--- src/rtl/addsub_rr_sched_pkg.sv ---
// Shared definitions for the round-robin add/sub scheduler.
// Opcodes, FSM state encodings and the default datapath width.
package addsub_rr_sched_pkg;

    localparam int DEFAULT_WIDTH = 32;

    localparam logic OP_ADD = 1'b0;
    localparam logic OP_SUB = 1'b1;

    typedef enum logic [1:0] {
        ST_IDLE = 2'd0,
        ST_EXEC = 2'd1,
        ST_RESP = 2'd2
    } state_e;

endpackage

--- src/rtl/adder_sub.sv ---
// WIDTH-bit adder/subtractor with carry-in and carry-out.
// Subtract is a + ~b + cin; cin = 1 gives a true difference.
module adder_sub
    import addsub_rr_sched_pkg::*;
#(
    parameter int WIDTH = DEFAULT_WIDTH
) (
    input  logic [WIDTH-1:0] a,
    input  logic [WIDTH-1:0] b,
    input  logic             cnt,
    input  logic             cin,
    output logic [WIDTH-1:0] s,
    output logic             cout
);

    logic [WIDTH-1:0] b_eff;

    always_comb begin
        b_eff = b;
        unique case (cnt)
            OP_ADD:  b_eff = b;
            OP_SUB:  b_eff = ~b;
            default: b_eff = b;
        endcase
    end

    assign {cout, s} = {1'b0, a} + {1'b0, b_eff} + {{WIDTH{1'b0}}, cin};

endmodule

--- src/rtl/addsub_rr_sched_rr_arbiter.sv ---
// Combinational round-robin winner select.
// Search starts one past ptr_i and wraps; the pointer lives in the caller.
module rr_arbiter #(
    parameter int N_REQ = 4,
    parameter int ID_W  = 2
) (
    input  logic [N_REQ-1:0] req_valid_i,
    input  logic [ID_W-1:0]  ptr_i,
    output logic [N_REQ-1:0] grant_o,
    output logic [ID_W-1:0]  idx_o
);

    logic            found;
    logic [ID_W-1:0] j;

    always_comb begin
        grant_o = '0;
        idx_o   = '0;
        found   = 1'b0;
        j       = '0;
        for (int k = 1; k <= N_REQ; k++) begin
            j = ID_W'((int'(ptr_i) + k) % N_REQ);
            if (!found && req_valid_i[j]) begin
                found      = 1'b1;
                grant_o[j] = 1'b1;
                idx_o      = j;
            end
        end
    end

endmodule

--- src/rtl/addsub_rr_sched.sv ---
// Round-robin scheduler sharing one adder_sub among N_REQ requesters.
// One op in flight: IDLE grants, EXEC computes, RESP holds the result.
module addsub_rr_sched
    import addsub_rr_sched_pkg::*;
#(
    parameter int N_REQ = 4,
    parameter int WIDTH = DEFAULT_WIDTH,
    parameter int ID_W  = 2
) (
    input  logic                   clk,
    input  logic                   rst,
    input  logic [N_REQ-1:0]       req_valid,
    output logic [N_REQ-1:0]       req_ready,
    input  logic [N_REQ*WIDTH-1:0] req_a,
    input  logic [N_REQ*WIDTH-1:0] req_b,
    input  logic [N_REQ-1:0]       req_op,
    input  logic [N_REQ-1:0]       req_cin,
    output logic                   rsp_valid,
    input  logic                   rsp_ready,
    output logic [WIDTH-1:0]       rsp_s,
    output logic                   rsp_cout,
    output logic [ID_W-1:0]        rsp_id
);

    state_e           state_q;
    logic [ID_W-1:0]  ptr_q;
    logic [ID_W-1:0]  id_q;
    logic [WIDTH-1:0] a_q;
    logic [WIDTH-1:0] b_q;
    logic             op_q;
    logic             cin_q;
    logic             rsp_valid_q;
    logic [WIDTH-1:0] rsp_s_q;
    logic             rsp_cout_q;
    logic [ID_W-1:0]  rsp_id_q;

    logic [N_REQ-1:0] gnt;
    logic [ID_W-1:0]  gnt_idx;
    logic [WIDTH-1:0] a_arr [N_REQ];
    logic [WIDTH-1:0] b_arr [N_REQ];
    logic [WIDTH-1:0] a_d;
    logic [WIDTH-1:0] b_d;
    logic             op_d;
    logic             cin_d;
    logic [WIDTH-1:0] sum;
    logic             co;

    for (genvar g = 0; g < N_REQ; g++) begin : g_unpack
        assign a_arr[g] = req_a[g*WIDTH +: WIDTH];
        assign b_arr[g] = req_b[g*WIDTH +: WIDTH];
    end

    rr_arbiter #(
        .N_REQ (N_REQ),
        .ID_W  (ID_W)
    ) u_arb (
        .req_valid_i (req_valid),
        .ptr_i       (ptr_q),
        .grant_o     (gnt),
        .idx_o       (gnt_idx)
    );

    assign a_d   = a_arr[gnt_idx];
    assign b_d   = b_arr[gnt_idx];
    assign op_d  = req_op[gnt_idx];
    assign cin_d = req_cin[gnt_idx];

    // Held low during reset so no request is ever acknowledged then dropped.
    assign req_ready = (rst && state_q == ST_IDLE) ? gnt : '0;

    adder_sub #(
        .WIDTH (WIDTH)
    ) u_addsub (
        .a    (a_q),
        .b    (b_q),
        .cnt  (op_q),
        .cin  (cin_q),
        .s    (sum),
        .cout (co)
    );

    always_ff @(posedge clk) begin
        if (!rst) begin
            state_q     <= ST_IDLE;
            ptr_q       <= ID_W'(N_REQ - 1);
            id_q        <= '0;
            a_q         <= '0;
            b_q         <= '0;
            op_q        <= 1'b0;
            cin_q       <= 1'b0;
            rsp_valid_q <= 1'b0;
            rsp_s_q     <= '0;
            rsp_cout_q  <= 1'b0;
            rsp_id_q    <= '0;
        end else begin
            case (state_q)
                ST_IDLE: begin
                    if (|req_valid) begin
                        a_q     <= a_d;
                        b_q     <= b_d;
                        op_q    <= op_d;
                        cin_q   <= cin_d;
                        id_q    <= gnt_idx;
                        ptr_q   <= gnt_idx;
                        state_q <= ST_EXEC;
                    end
                end
                ST_EXEC: begin
                    rsp_s_q     <= sum;
                    rsp_cout_q  <= co;
                    rsp_id_q    <= id_q;
                    rsp_valid_q <= 1'b1;
                    state_q     <= ST_RESP;
                end
                ST_RESP: begin
                    if (rsp_ready) begin
                        rsp_valid_q <= 1'b0;
                        state_q     <= ST_IDLE;
                    end
                end
                default: state_q <= ST_IDLE;
            endcase
        end
    end

    assign rsp_valid = rsp_valid_q;
    assign rsp_s     = rsp_s_q;
    assign rsp_cout  = rsp_cout_q;
    assign rsp_id    = rsp_id_q;

endmodule

--- config.mk ---
export PLATFORM = sky130hd
export DESIGN_NAME = addsub_rr_sched
export DESIGN_NICKNAME = d
export VERILOG_FILES = /design/src/rtl/addsub_rr_sched_pkg.sv /design/src/rtl/adder_sub.sv /design/src/rtl/addsub_rr_sched_rr_arbiter.sv /design/src/rtl/addsub_rr_sched.sv
export SDC_FILE = /design/constraint.sdc
export NUM_CORES = 1
export LEC_CHECK = 0
export CORE_UTILIZATION = 35
export DETAILED_ROUTE_END_ITERATION = 10
export PLACE_DENSITY = 0.67
export SYNTH_ARGS = -nofsm -noshare
export SYNTH_HDL_FRONTEND = slang
export SYNTH_SLANG_ARGS = --single-unit
--- constraint.sdc ---
create_clock -name clk -period 3.88 [get_ports clk]
set_input_delay 0.582 -clock clk [delete_from_list [all_inputs] [get_ports clk]]
set_output_delay 0.582 -clock clk [all_outputs]
set_load 0.005 [all_outputs]
==> reports/results.txt, run 1 <==
status: finished, final reports clean
I/O Buffers: 310
FFs w/ async S/R, synth: 0%
vias in the first global route: 7,458
Post-Syn Area: 0.00766 sq mm
fin nets: 1,464
CTS tree: yes
die area: 0.0225 sq mm
Final Max Slew Viols: 0
Final ANT Viol Nets: 0
Fmax achieved: 287 MHz
clk buf depth: 2
io pins: 311
row count: 53
Placed Area: 0.0110 sq mm
RSZ-0062 raised after global routing: false
DRT Pass-1 Iters: 7
Power per Cell Area: 744 mW/mm^2
Die Width: 150 um
Clock Sinks: 108
maximum vdd drop: 0.000448 V
Clock transition at path regs: 0.07 ns
Critical-path top delay cell: o41ai_1
Synth Area per Inst: 8.80 sq um
DR WL/cell: 17.5 um
GP Congestion: 0.884
total grt overflow: 0
min Tclk post-route: 3.48 ns
Final TNS setup: 0 ns
largest net degree at the start of global routing: 85
Worst Path Arrival: 3.76 ns
gr usage total: 23.0%
Gate Count Post-Synth: 870
Finish-stage setup viols: 0
Max Clock Skew: 0.0106 ns
Main synth FF type: dfxtp_1
Core Region: 0.0212 sq mm
count of flip-flops with a built-in enable after synthesis: 0
Post-Route WL: 25,000 um
Worst-Skew Late Latency: 0.36 ns
Resized cells post-CTS: 0
worst setup margin: 0.399 ns
CTS Hold Bufs: 0
Filler cells: 2,000
crit path cell chain: buf_4 -> xor2_1 -> ha_1 -> a21oi_1 -> nand2_1 -> o21a_1 -> o21ai_0 -> a21oi_1 -> o41ai_1 -> xor2_1 -> a211oi_1
Seq cells post-synth: 108
Ys Warns: 0
WP data required: 4.16 ns
post-synthesis sequential area ratio: 28.2%
Residual DRC: 0
Slew @ Worst Pin: 1.08 ns
crit-path max cell delay: 0.62 ns
cts bufs inserted: 9
final instance area: 0.0114 sq mm
Vias: 7,524
DP Wirelength: 19,800 um
first-pass GRT wire length: 40,000 um
worst setup path class: register to register
critical path endpoint category: register
Final Cycle Share: 89.7%
initial core utilization: 36.1%
clk root buf: clkbuf_16
CP max FO: 31
leakage: 0.00434 uW
Vias per Instance: 5.25
initial antenna violation count: 0
type of the most critical hold path: register to register
Die Y: 150 um
layout cells sized above 1: 10.1%
distinct cell type count of the synthesized netlist: 57
Final Hold Fails: 0
Area growth syn-to-layout: 48.3%
syn_nets: 1,180
H-tree depth: 3
Worst slew margin: 28.0%
DP Worst Slack: 0.256 ns
ANT cells: 0
Iter 0 DRT Violations: 374
max_cap viols: 0
CP Launch Type: register
# Post-CTS Setup Buffers: 0
[state kept, by name, indices dropped and copies added, names as in the netlist]
name and flops:
b_q 32, state_q 2, rsp_valid 1, cin_q 1, rsp_id 2, ptr_q 2, rsp_s 32, id_q 2
a_q 32, rsp_cout 1, op_q 1
[cell type report]
class,instances,area (sq um),share of cell area [%]
Multi-Input combinational cell,686,5180,45.6
Timing Repair Buffer,332,3300,29.1
Clock buffer,10,239,2.10
Clock inverter,6,68.8,0.606
Tap cell,275,344,3.03
Sequential cell,108,2160,19.0
Inverter,17,63.8,0.562
[where the power goes]
| group | internal [uW] | total (uW) | leakage, uW | switching, uW |
|---|---|---|---|---|
| logic | 2890 | 5680 | 0.00330 | 2800 |
| registers | 1520 | 1800 | 0.000890 | 281 |
| clock network | 524 | 969 | 0.000149 | 445 |
[cells in the mapped netlist, types with 6 or more instances]
cell type / number / area [sq um]
o211ai_1: 7 / 52.6
ha_1: 37 / 463
o21ai_0: 85 / 425
nor3_1: 11 / 55.1
a21oi_1: 51 / 255
o21ai_1: 9 / 45.0
or3_1: 8 / 50.1
xor2_1: 35 / 307
nor2_1: 41 / 154
a211oi_1: 9 / 67.6
clkbuf_1: 41 / 154
o21bai_1: 7 / 52.6
buf_2: 6 / 30.0
o31ai_1: 7 / 52.6
and3_1: 6 / 37.5
dfxtp_1: 108 / 2160
buf_4: 6 / 45.0
nand3_1: 19 / 95.1
nand2b_1: 6 / 37.5
mux4_2: 69 / 1550
inv_1: 16 / 60.1
a21o_1: 8 / 60.1
xnor2_1: 11 / 96.3
nand2_1: 192 / 721
o21a_1: 14 / 105
[worst max-delay path: cells and delay by family, from the launching register on]
family	cells	cell delay, ns
AOI/OAI and AO/OA	6	1.87
buffers and inverters	1	0.41
DFF	1	0.36
xor gates and xnor gates	2	0.30
and+or+nand+nor	1	0.09
adders and majority gates	1	0.39
[worst paths after layout]
path                            startpoint   endpoint  slack, ns  depth (start not counted)
worst max-delay path                  op_q  rsp_s[27]       0.40                         11
worst min-delay path              rsp_s[9]   rsp_s[9]       0.45                          2
worst max register to register        op_q  rsp_s[27]       0.40                         11
worst min register to register    rsp_s[9]   rsp_s[9]       0.45                          2
[cell usage in the layout, fill, tap and decap left out, types with 9 or more instances in the layout]
cell	Yosys	final
a21oi_1	51	51
buf_4	6	19
o21ai_0	85	85
a211oi_1	9	9
nand2_1	192	192
ha_1	37	37
inv_1	16	16
clkdlybuf4s50_1	0	309
clkbuf_16	0	9
xor2_1	35	35
mux4_2	69	69
nor2_1	41	40
nor3_1	11	10
o21a_1	14	14
nand3_1	19	19
xnor2_1	11	11
dfxtp_1	108	107
[logic make-up after synthesis]
family	count (synthesis)	synth area share [%]
compound gates	226	17.9
xor+xnor	46	5.26
fa+ha+maj	39	6.57
buf+inv	76	4.51
flops	108	28.2
mux	70	20.4
simple gates	305	17.1
[per-stage QoR]
stage	hold slack [ns]	power [uW]	util, %	instances
4_1_cts	0.454	8520	53.5	1434
2_1_floorplan	0.429	5850	-	870
6_report	0.450	8450	53.5	1434
5_1_grt	0.464	9150	53.5	1434
3_3_place_gp	0.439	7480	52.1	1418
3_5_place_dp	0.443	7530	52.1	1418
[per-layer routing]
| layer | up-vias | GRT usage (%) | part of all wire (%) | wire (um) |
|---|---|---|---|---|
| met5 | - | 0 | 0 | 0 |
| met4 | 0 | 6.16 | 1.9 | 483 |
| met3 | 29 | 3.66 | 5.9 | 1470 |
| met2 | 277 | 38.1 | 49 | 12200 |
| met1 | 3489 | 30.9 | 44 | 10900 |
| li1 | 3729 | - | - | - |
No activity file was read; power rests on OpenSTA's default activity.
==> run 2, diff against run 1 <==
GPL_ROUTABILITY_DRIVEN = 0   (was default)
TNS_END_PERCENT = 20   (was default)
==> results of run 2 <==
Final layout, timing and power as in run 1 (identical DEF).
==> run 3, diff against run 2 <==
CORE_MARGIN = 5   (was default)
==> run 3 against run 2 <==
Compared with the run above: clock skew grew 0.0010 ns; sequential share of layout area down 0.065 points; clock power decreased by 0.6%; core utilization decreased by 0.98 points; total power rose by 0.65%; combinational power grew 1%; register-to-register slack worse by 0.12 ns; count of clock-buffer cells in the layout shrank 1; highest routed layer unchanged.
==> reports/results.txt, run 3 (synthesized netlist as in run 1, its figures left out) <==
status: finished, final reports clean
Met3 Wirelength: 1830 um (+25%)
maximum vdd drop: 0.000354 V (-21%)
Post-Route WL: 26,100 um (+4.1%)
type of the most critical hold path: register to register
DP Wirelength: 21,000 um (+5.9%)
top layer in use: met4
fin nets: 1,466 (+0.14%)
Slew @ Worst Pin: 1.05 ns (-0.0225 ns)
clock share of power: 11.3% (-0.2 points)
sw frac: 41.6% (-0.073 points)
min Tclk post-route: 3.60 ns (+0.123 ns)
Fmax achieved: 277 MHz (-3.4%)
DRT Pass-1 Iters: 6 (-1)
initial core utilization: 35.3% (-0.78 points)
Die Width: 158 um (+5.3%)
share of power burned in registers: 21.1% (-0.2 points)
Int Pwr: 4970 uW (+0.77%)
Iter 0 DRT Violations: 369 (-1.3%)
CP max FO: 5 (-84%)
WP buf/inv: 0 (-1)
Residual DRC: 0 (unchanged)
Vias: 7,541 (+0.23%)
Resized cells post-CTS: 0 (unchanged)
Layout Utilization: 52.5% (-0.98 points)
Worst Path Arrival: 3.89 ns (+0.13 ns)
I/O Buffers: 310 (unchanged)
Met1 Wirelength: 11,300 um (+3.7%)
Core Region: 0.0217 sq mm (+2.2%)
Worst-Skew Late Latency: 0.36 ns (about the same)
final instance area: 0.0114 sq mm (+0.34%)
combinational power share: 67.6% (+0.3 points)
Final ANT Viol Nets: 0 (unchanged)
Max Clock Skew: 0.0117 ns (+0.00103 ns)
vias in the first global route: 7,564 (+1.4%)
clk root buf: clkbuf_16
hold_ws: 0.452 ns (+0.00199 ns)
Final Cycle Share: 92.9% (+3.2 points)
critical path's top delay family: compound AO/OA/AOI/OAI gates
Area growth syn-to-layout: 48.8%
WP data required: 4.17 ns (about the same)
Net Sw Power: 3540 uW (+0.47%)
io pins: 311 (unchanged)
Final Max Slew Viols: 0 (unchanged)
CTS tree: yes
crit-path max cell delay: 0.47 ns (-0.15 ns)
most frequent cells in the layout: 309 x clkdlybuf4s50_1, 192 x nand2_1, 107 x dfxtp_1
Clock transition at path regs: 0.08 ns (about the same)
max_cap viols: 0 (unchanged)
DR WL/cell: 18.1 um (+3.4%)
CP Launch Type: register
critical path endpoint category: register
Clock Sinks: 108 (unchanged)
Die Y: 158 um (+5.3%)
Critical-path top delay cell: a211oi_1
Tot Pwr: 8510 uW (+0.65%)
cts bufs inserted: 9 (unchanged)
RSZ-0062 raised after global routing: false
clk buf depth: 2 (unchanged)
Final Hold Fails: 0 (unchanged)
H-tree depth: 3 (unchanged)
die area: 0.0249 sq mm (+11%)
Final TNS setup: 0 ns (unchanged)
Finish-stage setup viols: 0 (unchanged)
row count: 54 (+1.9%)
Placed Area: 0.0111 sq mm (+0.31%)
commonest non-fill, non-tap cell in the layout: clkdlybuf4s50_1
leakage: 0.00434 uW (+0.22%)
Vias per Instance: 5.23 (-0.40%)
layout cells sized above 1: 10.2% (+0.15 points)
crit path cell chain: xnor2_1 -> fa_1 -> fa_1 -> nand2b_1 -> a21oi_1 -> o31ai_1 -> a211oi_1 -> o2111ai_1 -> a211oi_1 -> o21ai_0 -> a31oi_1
first-pass GRT wire length: 40,400 um (+0.96%)
Power per Cell Area: 746 mW/mm^2 (+0.30%)
# Post-CTS Setup Buffers: 0 (unchanged)
Worst slew margin: 29.8% (+1.8 points)
CTS Hold Bufs: 0 (unchanged)
total grt overflow: 0 (unchanged)
largest net degree at the start of global routing: 85 (unchanged)
initial antenna violation count: 2 (+2)
gr usage total: 20.6% (-2.4 points)
worst setup path class: register to register
met2 WL: 12,500 um (+2.8%)
-- run 3: final timing paths --
path	startpoint	endpoint	slack, ns	depth (start not counted)
worst min register to register	rsp_s[15]	rsp_s[15]	0.45	2
worst min-delay path	rsp_s[15]	rsp_s[15]	0.45	2
worst max-delay path	op_q	rsp_cout	0.28	11
worst max register to register	op_q	rsp_cout	0.28	11
-- run 3: cell type report --
class                   instances  area [sq um]
fillers                      2081         10300
multi-input cells             686          5180
repair buffers                334          3330
flip-flops and latches        108          2160
well taps                     280           350
clock buffers                   9           225
clock inverters                 7          82.6
inverters                      17          63.8
diodes                          2          5.00
-- run 3: power groups by stage --
stage          Combinational (uW)  Clock [uW]  Sequential (uW)
3_5_place_dp                 5770           0             1820
4_1_cts                      5790         988             1800
6_report                     5750         963             1790
3_3_place_gp                 5730           0             1820
2_1_floorplan                4120           0             1740
5_1_grt                      6370        1030             1840
-- run 3: through the flow --
| stage | setup slack (ns) | cells |
|---|---|---|
| 5_1_grt | 0.132 | 1443 |
| 6_report | 0.276 | 1443 |
| 3_3_place_gp | 0.299 | 1425 |
| 3_5_place_dp | 0.256 | 1425 |
| 4_1_cts | 0.357 | 1441 |
| 2_1_floorplan | 0.355 | 870 |
-- run 3: worst reg2reg max path, stage by stage, from the launching register on --
cell and delay (ns):
dfxtp_2 0.35, xnor2_1 0.14, fa_1 0.41, fa_1 0.40, nand2b_1 0.20, a21oi_1 0.32, o31ai_1 0.17, a211oi_1 0.43
o2111ai_1 0.30, a211oi_1 0.47, o21ai_0 0.16, a31oi_1 0.17
-- run 3: per-layer routing --
| metal | up-vias | GRT usage, % |
|---|---|---|
| met1 | 3512 | 27.7 |
| met4 | 0 | 5.04 |
| li1 | 3730 | - |
| met3 | 22 | 4.16 |
| met2 | 277 | 34.1 |
| met5 | - | 0 |
